`src/rtl/cjb_nbit_alu_seq_v_pkg.sv`:
```
// Shared encodings for the sequential N-bit ALU.
// Holds the unit and operation codes carried on Func_Sel, the FSM state
// encoding, the bit positions of the {C,N,V,Z} flag vector, and a helper
// that packs the four flags into that vector.
package cjb_nbit_alu_seq_v_pkg;

  // Func_Sel[3:2]: functional unit
  typedef enum logic [1:0] {
    UNIT_ARITH = 2'b00,
    UNIT_LOGIC = 2'b01,
    UNIT_SHIFT = 2'b10,
    UNIT_CONST = 2'b11
  } unit_e;

  // Func_Sel[1:0] inside the arith unit
  localparam logic [1:0] OP_ADD  = 2'b00;  // X + Y
  localparam logic [1:0] OP_ADC  = 2'b01;  // X + Y + cin
  localparam logic [1:0] OP_SUB  = 2'b10;  // X - Y
  localparam logic [1:0] OP_ADK  = 2'b11;  // X + K

  // Func_Sel[1:0] inside the logic unit
  localparam logic [1:0] OP_AND  = 2'b00;
  localparam logic [1:0] OP_OR   = 2'b01;
  localparam logic [1:0] OP_XOR  = 2'b10;
  localparam logic [1:0] OP_NOTX = 2'b11;

  // Func_Sel[1:0] inside the shift/rotate unit
  localparam logic [1:0] OP_LSL  = 2'b00;
  localparam logic [1:0] OP_LSR  = 2'b01;
  localparam logic [1:0] OP_ASR  = 2'b10;
  localparam logic [1:0] OP_ROL  = 2'b11;

  // Func_Sel[1:0] inside the const unit
  localparam logic [1:0] OP_ZERO = 2'b00;
  localparam logic [1:0] OP_ONE  = 2'b01;
  localparam logic [1:0] OP_ONES = 2'b10;
  localparam logic [1:0] OP_KEXT = 2'b11;

  // Controller states
  typedef enum logic {
    ST_IDLE  = 1'b0,
    ST_SHIFT = 1'b1
  } state_e;

  // Bit positions inside ALU_CNVZ
  localparam int FLAG_C = 3;
  localparam int FLAG_N = 2;
  localparam int FLAG_V = 1;
  localparam int FLAG_Z = 0;

  // Place the individual flags at their positions in the 4-bit flag vector
  function automatic logic [3:0] pack_cnvz(input logic c, input logic n,
                                           input logic v, input logic z);
    logic [3:0] f;
    f         = 4'b0000;
    f[FLAG_C] = c;
    f[FLAG_N] = n;
    f[FLAG_V] = v;
    f[FLAG_Z] = z;
    return f;
  endfunction

endpackage

```
`src/rtl/cjb_nbit_sr_step_v.sv`:
```
// Single-bit shift/rotate step.
// Shifts or rotates din by exactly one position according to op and reports
// the bit that left the word.
//   din  : word to shift
//   op   : OP_LSL / OP_LSR / OP_ASR / OP_ROL
//   dout : shifted word
//   cout : bit shifted or rotated out
module cjb_nbit_sr_step_v
  import cjb_nbit_alu_seq_v_pkg::*;
#(
  parameter int N = 8
) (
  input  logic [N-1:0] din,
  input  logic [1:0]   op,
  output logic [N-1:0] dout,
  output logic         cout
);

  // One-position shift/rotate selected by op
  always_comb begin
    dout = din;
    cout = 1'b0;
    case (op)
      OP_LSL: begin
        dout = {din[N-2:0], 1'b0};
        cout = din[N-1];
      end
      OP_LSR: begin
        dout = {1'b0, din[N-1:1]};
        cout = din[0];
      end
      OP_ASR: begin
        dout = {din[N-1], din[N-1:1]};
        cout = din[0];
      end
      OP_ROL: begin
        dout = {din[N-2:0], din[N-1]};
        cout = din[N-1];
      end
      default: begin
        dout = din;
        cout = 1'b0;
      end
    endcase
  end

endmodule

```
`src/rtl/cjb_nbit_alu_seq_v.sv`:
```
// Sequential N-bit ALU with a multi-cycle shifter.
// Arith, logic and const operations (and shifts by zero) complete at the
// accepting edge; shifts by A>0 step one bit per cycle for A cycles.
//   Clock, Reset : rising-edge clock, asynchronous active-high reset
//   Start        : operation request, honoured only while idle
//   Func_Sel     : [3:2] unit, [1:0] operation
//   Operand_X/Y  : operands; shift amount is Operand_Y[clog2(N)-1:0]
//   Const_K      : constant, zero-extended to N bits
//   cin          : carry-in for add-with-carry
//   ALU_Result   : registered result
//   ALU_CNVZ     : registered flags {C,N,V,Z}
//   Busy         : multi-cycle shift in progress
//   Done         : one-cycle pulse when result and flags update
module cjb_nbit_alu_seq_v
  import cjb_nbit_alu_seq_v_pkg::*;
#(
  parameter int N   = 8,
  parameter int K_W = 2
) (
  input  logic           Clock,
  input  logic           Reset,
  input  logic           Start,
  input  logic [3:0]     Func_Sel,
  input  logic [N-1:0]   Operand_X,
  input  logic [N-1:0]   Operand_Y,
  input  logic [K_W-1:0] Const_K,
  input  logic           cin,
  output logic [N-1:0]   ALU_Result,
  output logic [3:0]     ALU_CNVZ,
  output logic           Busy,
  output logic           Done
);

  localparam int A_W = $clog2(N);

  localparam logic [A_W-1:0] CNT_ZERO = {A_W{1'b0}};
  localparam logic [A_W-1:0] CNT_ONE  = {{(A_W-1){1'b0}}, 1'b1};
  localparam logic [N-1:0]   ZERO_N   = {N{1'b0}};
  localparam logic [N-1:0]   ONE_N    = {{(N-1){1'b0}}, 1'b1};
  localparam logic [N-1:0]   ONES_N   = {N{1'b1}};

  // Registered state
  state_e         state_r;
  logic [N-1:0]   work_r;
  logic [A_W-1:0] cnt_r;
  logic [1:0]     op_r;
  logic [N-1:0]   result_r;
  logic [3:0]     cnvz_r;
  logic           busy_r;
  logic           done_r;

  // Next-state values
  state_e         state_nxt_s;
  logic [N-1:0]   work_nxt_s;
  logic [A_W-1:0] cnt_nxt_s;
  logic [1:0]     op_nxt_s;
  logic [N-1:0]   result_nxt_s;
  logic [3:0]     cnvz_nxt_s;
  logic           busy_nxt_s;
  logic           done_nxt_s;

  // Decoded request
  unit_e          unit_s;
  logic [1:0]     op_s;
  logic [A_W-1:0] amt_s;
  logic [N-1:0]   k_ext_s;

  // Arith path
  logic [N-1:0]   addend_s;
  logic [N:0]     carry_in_s;
  logic [N:0]     sum_s;
  logic           arith_v_s;

  // Single-cycle result mux
  logic [N-1:0]   logic_res_s;
  logic [N-1:0]   const_res_s;
  logic [N-1:0]   imm_res_s;
  logic           imm_c_s;
  logic           imm_v_s;

  // Shift step
  logic [N-1:0]   step_res_s;
  logic           step_c_s;

  // N and Z always follow the result; C and V come from the unit
  function automatic logic [3:0] make_cnvz(input logic c, input logic v,
                                           input logic [N-1:0] r);
    return pack_cnvz(c, r[N-1], v, (r == ZERO_N));
  endfunction

  assign unit_s  = unit_e'(Func_Sel[3:2]);
  assign op_s    = Func_Sel[1:0];
  assign amt_s   = Operand_Y[A_W-1:0];
  assign k_ext_s = N'(Const_K);

  // Adder operands: subtract is X + ~Y + 1, so the carry-out doubles as "no borrow"
  always_comb begin
    addend_s   = Operand_Y;
    carry_in_s = {(N+1){1'b0}};
    case (op_s)
      OP_ADD: begin
        addend_s   = Operand_Y;
        carry_in_s = {(N+1){1'b0}};
      end
      OP_ADC: begin
        addend_s   = Operand_Y;
        carry_in_s = {{N{1'b0}}, cin};
      end
      OP_SUB: begin
        addend_s   = ~Operand_Y;
        carry_in_s = {{N{1'b0}}, 1'b1};
      end
      OP_ADK: begin
        addend_s   = k_ext_s;
        carry_in_s = {(N+1){1'b0}};
      end
      default: begin
        addend_s   = Operand_Y;
        carry_in_s = {(N+1){1'b0}};
      end
    endcase
  end

  assign sum_s = {1'b0, Operand_X} + {1'b0, addend_s} + carry_in_s;

  // Overflow: operands of equal sign producing a result of the other sign
  assign arith_v_s = (Operand_X[N-1] == addend_s[N-1]) && (sum_s[N-1] != Operand_X[N-1]);

  // Bitwise logic operations
  always_comb begin
    logic_res_s = ZERO_N;
    case (op_s)
      OP_AND:  logic_res_s = Operand_X & Operand_Y;
      OP_OR:   logic_res_s = Operand_X | Operand_Y;
      OP_XOR:  logic_res_s = Operand_X ^ Operand_Y;
      OP_NOTX: logic_res_s = ~Operand_X;
      default: logic_res_s = ZERO_N;
    endcase
  end

  // Constant generator
  always_comb begin
    const_res_s = ZERO_N;
    case (op_s)
      OP_ZERO: const_res_s = ZERO_N;
      OP_ONE:  const_res_s = ONE_N;
      OP_ONES: const_res_s = ONES_N;
      OP_KEXT: const_res_s = k_ext_s;
      default: const_res_s = ZERO_N;
    endcase
  end

  // Result and C/V for everything that completes at the accepting edge
  always_comb begin
    imm_res_s = ZERO_N;
    imm_c_s   = 1'b0;
    imm_v_s   = 1'b0;
    case (unit_s)
      UNIT_ARITH: begin
        imm_res_s = sum_s[N-1:0];
        imm_c_s   = sum_s[N];
        imm_v_s   = arith_v_s;
      end
      UNIT_LOGIC: imm_res_s = logic_res_s;
      // Only reached with a zero shift amount: X passes through, C=0
      UNIT_SHIFT: imm_res_s = Operand_X;
      UNIT_CONST: imm_res_s = const_res_s;
      default:    imm_res_s = ZERO_N;
    endcase
  end

  cjb_nbit_sr_step_v #(
    .N (N)
  ) u_sr_step (
    .din  (work_r),
    .op   (op_r),
    .dout (step_res_s),
    .cout (step_c_s)
  );

  // Controller next-state and datapath register updates
  always_comb begin
    state_nxt_s  = state_r;
    work_nxt_s   = work_r;
    cnt_nxt_s    = cnt_r;
    op_nxt_s     = op_r;
    result_nxt_s = result_r;
    cnvz_nxt_s   = cnvz_r;
    busy_nxt_s   = busy_r;
    done_nxt_s   = 1'b0;
    case (state_r)
      ST_IDLE: begin
        if (Start) begin
          if ((unit_s == UNIT_SHIFT) && (amt_s != CNT_ZERO)) begin
            // Everything the shift needs is captured now; inputs are free afterwards
            work_nxt_s  = Operand_X;
            op_nxt_s    = op_s;
            cnt_nxt_s   = amt_s;
            busy_nxt_s  = 1'b1;
            state_nxt_s = ST_SHIFT;
          end else begin
            result_nxt_s = imm_res_s;
            cnvz_nxt_s   = make_cnvz(imm_c_s, imm_v_s, imm_res_s);
            done_nxt_s   = 1'b1;
            state_nxt_s  = ST_IDLE;
          end
        end else begin
          state_nxt_s = ST_IDLE;
        end
      end
      ST_SHIFT: begin
        work_nxt_s = step_res_s;
        cnt_nxt_s  = cnt_r - CNT_ONE;
        if (cnt_r == CNT_ONE) begin
          // Final step: the bit leaving now is the last one shifted out
          result_nxt_s = step_res_s;
          cnvz_nxt_s   = make_cnvz(step_c_s, 1'b0, step_res_s);
          busy_nxt_s   = 1'b0;
          done_nxt_s   = 1'b1;
          state_nxt_s  = ST_IDLE;
        end else begin
          state_nxt_s = ST_SHIFT;
        end
      end
      default: begin
        busy_nxt_s  = 1'b0;
        state_nxt_s = ST_IDLE;
      end
    endcase
  end

  // State and datapath registers
  always_ff @(posedge Clock or posedge Reset) begin
    if (Reset) begin
      state_r  <= ST_IDLE;
      work_r   <= ZERO_N;
      cnt_r    <= CNT_ZERO;
      op_r     <= 2'b00;
      result_r <= ZERO_N;
      cnvz_r   <= 4'b0000;
      busy_r   <= 1'b0;
      done_r   <= 1'b0;
    end else begin
      state_r  <= state_nxt_s;
      work_r   <= work_nxt_s;
      cnt_r    <= cnt_nxt_s;
      op_r     <= op_nxt_s;
      result_r <= result_nxt_s;
      cnvz_r   <= cnvz_nxt_s;
      busy_r   <= busy_nxt_s;
      done_r   <= done_nxt_s;
    end
  end

  assign ALU_Result = result_r;
  assign ALU_CNVZ   = cnvz_r;
  assign Busy       = busy_r;
  assign Done       = done_r;

endmodule
```
`config.mk`:
```
export PLATFORM = sky130hd
export DESIGN_NAME = cjb_nbit_alu_seq_v
export DESIGN_NICKNAME = d
export VERILOG_FILES = /design/src/rtl/cjb_nbit_alu_seq_v_pkg.sv /design/src/rtl/cjb_nbit_sr_step_v.sv /design/src/rtl/cjb_nbit_alu_seq_v.sv
export SDC_FILE = /design/constraint.sdc
export NUM_CORES = 1
export LEC_CHECK = 0
export ABC_AREA = 0
export CORE_UTILIZATION = 55
export DETAILED_ROUTE_END_ITERATION = 6
export PLACE_DENSITY_LB_ADDON = 0.25
export SETUP_SLACK_MARGIN = 0.15
export SLEW_MARGIN = 20
export SYNTH_ARGS = -nofsm -noshare
export SYNTH_HDL_FRONTEND = slang
export SYNTH_SLANG_ARGS = --single-unit
```
`constraint.sdc`:
```
create_clock -name Clock -period 3.2 [get_ports Clock]
set_input_delay 0.8 -clock Clock [delete_from_list [all_inputs] [get_ports Clock]]
set_output_delay 0.8 -clock Clock [all_outputs]
set_load 0.03 [all_outputs]
```
==> qor.json <==
{
  "sta": {
    "timing.final.crit_share_pct": 93.0,
    "grt_setup_unrepaired": "true",
    "skew_ns": 0.00211,
    "final-setup-viol-count": 0,
    "totalNegativeSetupSlack_ns": 0,
    "finalHoldViolCount": 0,
    "post-route-min-period_ns": 2.98,
    "worst_slew_pin_slew_ns": 0.552,
    "fmaxAchievable_mhz": 336,
    "worst_slew_margin_rel_pct": 63.1,
    "setup_ws_ns": 0.224,
    "slew_violations": 0
  },
  "yosys": {
    "synth_warnings": 0,
    "top_flip_flop_cell_by_instance_count_after_synthesis": "dfrtp_1",
    "post_synth.cell_area_avg_um2": 8.67,
    "synth_fp_nets": 368,
    "syn_area_um2": 2700,
    "synth.ff_latch_count": 27,
    "synth-seq-area-share_pct": 25.1,
    "synthArstFlopShare_pct": 100,
    "synth-edff-count": 0,
    "synth_cell_types": 67,
    "postSynthCellCount": 311
  },
  "floorplan": {
    "floorplan.core_area_um2": 4720,
    "top_level_ports": 40,
    "die-area_um2": 5180,
    "start_util_pct": 57.1,
    "fp-row-count": 25,
    "dieWidth_um": 72,
    "dieHeight_um": 72
  },
  "grt": {
    "number_of_global_route_vias_before_repair": 2574,
    "grt_first_pass_wirelength_um": 12100,
    "initial_antenna_violation_count": 0,
    "grt_overflow": 0,
    "global_route.usage.total_pct": 29.7,
    "maximum_number_of_pins_on_one_net_before_global_route_repair": 29
  },
  "worst_setup_path": {
    "crit_required_ns": 3.41,
    "critical_path.max_stage_delay_ns": 0.38,
    "critical_path_capture_point_type": "register",
    "worst_ep_arrival_time_ns": 3.19,
    "critPathLaunch": "Func_Sel[1]",
    "critical_path.startpoint_type": "input pin",
    "critPathMostFrequentCell": "buf_6",
    "crit-reg2reg-launch": "op_r[0]$_DFFE_PP0P_",
    "crit_type": "input pin to register",
    "worstRegToRegCells": 8,
    "r2r_setup_slack_ns": 0.81,
    "critical_path.endpoint": "ALU_Result[6]$_DFFE_PP0P_",
    "critPathMaxFanout": 8,
    "reg2reg_to": "ALU_CNVZ[0]$_DFFE_PP0P_",
    "cp_cell_sequence": "buf_6, buf_6, buf_6, a21oi_4, fa_2, inv_2, fa_2, a211o_1, a21oi_2, mux2i_1, a211o_1, o211ai_1, o21a_1",
    "cpMaxStageDelayCell": "fa_2"
  },
  "drt": {
    "drt_initial_violations": 261,
    "route.vias.total": 2753,
    "routed_wl_um": 7640,
    "dr.pass1.iters": 7,
    "antenna_violating_nets_post_route": 0,
    "drcViolationCount": 0,
    "post_drt_via_cell_ratio": 5.97,
    "drt-wirelength-per-cell_um": 16.6
  },
  "final_layout": {
    "finish.net_count": 452,
    "fillers": 341,
    "areaGrowthSynthToFinish_pct": 33.7,
    "diodes": 0,
    "post_route_cells_drive_above_1_share_pct": 24.1
  },
  "clocking": {
    "clkTransAtPathRegs_ns": 0.09,
    "clock-root-buffer": "clkbuf_8",
    "tritoncts_clock_tree": "done",
    "numCtsBuffers": 3,
    "h-tree-depth": 1,
    "sink_count": 27,
    "clock_insertion_delay_worst_skew_ns": 0.27,
    "clockBufferDepth": 2
  },
  "placement": {
    "dp_worst_setup_slack_ns": -0.449,
    "port-buffer-count": 39,
    "dpl.hpwl_um": 5900,
    "gp_routability_congestion": 0.911
  },
  "pwr": {
    "leakagePower_nw": 1.71,
    "max-vdd-ir-drop_v": 0.000298,
    "power.share.switching_pct": 45.1,
    "power_frac_seq_pct": 29.2,
    "power_density_nw_per_um2": 600,
    "power.combinational.fraction_pct": 62.0,
    "clock_power_share_pct": 8.9,
    "switching_power_mw": 0.976,
    "power_report.internal_total_mw": 1.19
  },
  "outcome": {
    "status": "finished, final reports clean"
  },
  "hold_path": {
    "whs_path_depth": 2,
    "min-delay-start": "ALU_Result[1]$_DFFE_PP0P_",
    "timing.hold.worst.class": "register to register"
  },
  "run": {
    "drv_cap": 0
  }
}
-- layer usage --
metal / routed length, um / share of wire, % / up-vias / global-route usage (%)
li1: - / - / 1291 / -
met1: 3270 / 43 / 1311 / 39.2
met2: 3810 / 50 / 134 / 52.3
met3: 413 / 5.4 / 17 / 2.08
met4: 148 / 1.9 / 0 / 8.93
met5: 0 / 0 / - / 0
-- cell usage in the layout, fill, tap and decap left out, types with 4 or more instances in the layout --
| master | synthesis | layout |
|---|---|---|
| o211ai_1 | 5 | 5 |
| dfrtp_1 | 27 | 27 |
| a21oi_1 | 17 | 15 |
| a211oi_1 | 5 | 5 |
| o21a_1 | 5 | 5 |
| inv_1 | 36 | 35 |
| mux4_2 | 5 | 5 |
| nand3_1 | 5 | 5 |
| a31oi_1 | 5 | 5 |
| o21ai_0 | 15 | 14 |
| mux2i_1 | 13 | 13 |
| nand2b_1 | 4 | 4 |
| nand2_1 | 24 | 23 |
| nor2b_1 | 4 | 4 |
| ha_1 | 29 | 29 |
| and2_1 | 4 | 4 |
| clkdlybuf4s50_1 | 0 | 31 |
| nor2_1 | 18 | 18 |
| buf_4 | 1 | 56 |
| nor3_1 | 4 | 4 |
-- cells in the mapped netlist (3+ instances only) --
| library cell | instances | area [um2] |
|---|---|---|
| a211o_1 | 3 | 26.3 |
| ha_1 | 29 | 363 |
| nor3_1 | 4 | 20.0 |
| o211ai_1 | 5 | 37.5 |
| nor2b_1 | 4 | 25.0 |
| or2_2 | 3 | 18.8 |
| o21a_1 | 5 | 37.5 |
| clkbuf_1 | 10 | 37.5 |
| buf_2 | 4 | 20.0 |
| inv_1 | 36 | 135 |
| o21ai_0 | 15 | 75.1 |
| dfrtp_1 | 27 | 676 |
| a22oi_1 | 3 | 22.5 |
| a22o_2 | 3 | 30.0 |
| a21oi_1 | 17 | 85.1 |
| nand2b_1 | 4 | 25.0 |
| a31oi_1 | 5 | 31.3 |
| mux2_2 | 3 | 33.8 |
| nand2_1 | 24 | 90.1 |
| a221oi_1 | 3 | 26.3 |
| nor2_1 | 18 | 67.6 |
| nand3_1 | 5 | 25.0 |
| mux2i_1 | 13 | 130 |
| a211oi_1 | 5 | 37.5 |
| mux4_2 | 5 | 113 |
| and2_1 | 4 | 25.0 |
-- repair_timing --
item / CTS / global route
hold buffers: 0 / 0
pin swaps: 12 / 8
setup buffers: 8 / 2
gates resized for setup: 18 / 11
setup endpoints to repair: 8 / 5
-- final cells by class --
type / instances / area, um2 / area share [%]
Clock buffer: 4 / 45.0 / 1.25
Sequential cell: 27 / 676 / 18.8
Inverter: 37 / 141 / 3.92
Multi-Input combinational cell: 229 / 1840 / 51.1
Tap cell: 67 / 83.8 / 2.33
Timing Repair Buffer: 97 / 816 / 22.6
-- registers in the layout, summed over array words and instances (netlist names) --
signal and flops:
Busy 1, work_r 8, ALU_Result 7, cnt_r 3
state_r 1, op_r 2, ALU_CNVZ 4, Done 1
-- through the flow --
stage	std cells	hold WS, ns	total power [mW]	util [%]	area (um2)
2_1_floorplan	311	0.456	1.50	-	2750
3_3_place_gp	447	0.464	1.89	73.2	3460
3_5_place_dp	447	0.476	1.93	73.2	3460
4_1_cts	459	0.496	2.14	76.1	3590
5_1_grt	461	0.524	2.29	76.3	3600
6_report	461	0.500	2.16	76.3	3600
-- cells by family after synthesis --
kind of cell / synth area share [%]
buffers and inverters: 8.54
AND/OR/NAND/NOR: 14.3
multiplexers: 10.3
AO/OA/AOI/OAI: 25.9
XOR/XNOR: 0.975
flip-flops: 25.1
adder cells (fa/ha/maj): 14.9
-- worst min path at each step --
stage	end	slack [ns]
after global routing	ALU_Result[3]$_DFFE_PP0P_	0.52
final	ALU_Result[1]$_DFFE_PP0P_	0.50
after CTS	ALU_Result[1]$_DFFE_PP0P_	0.50
after global placement	ALU_Result[0]$_DFFE_PP0P_	0.46
after floorplan	cnt_r[2]$_DFFE_PP0P_	0.46
after detailed placement	ALU_Result[1]$_DFFE_PP0P_	0.48
-- power by group through the flow --
stage / Sequential (mW) / Combinational, mW / Clock, mW
final: 0.630 / 1.34 / 0.192
after global placement: 0.624 / 1.27 / 0
after CTS: 0.625 / 1.32 / 0.191
after detailed placement: 0.631 / 1.30 / 0
after global routing: 0.642 / 1.45 / 0.202
after floorplan: 0.746 / 0.755 / 0
-- worst max-delay path, delay by kind of cell --
family                     cells  cell delay [ns]
muxes                          1             0.10
buffers and inverters          4             0.39
adders and majority gates      2             0.61
AOI/OAI and AO/OA              6             1.28
Power figures use the tool's default switching activity.
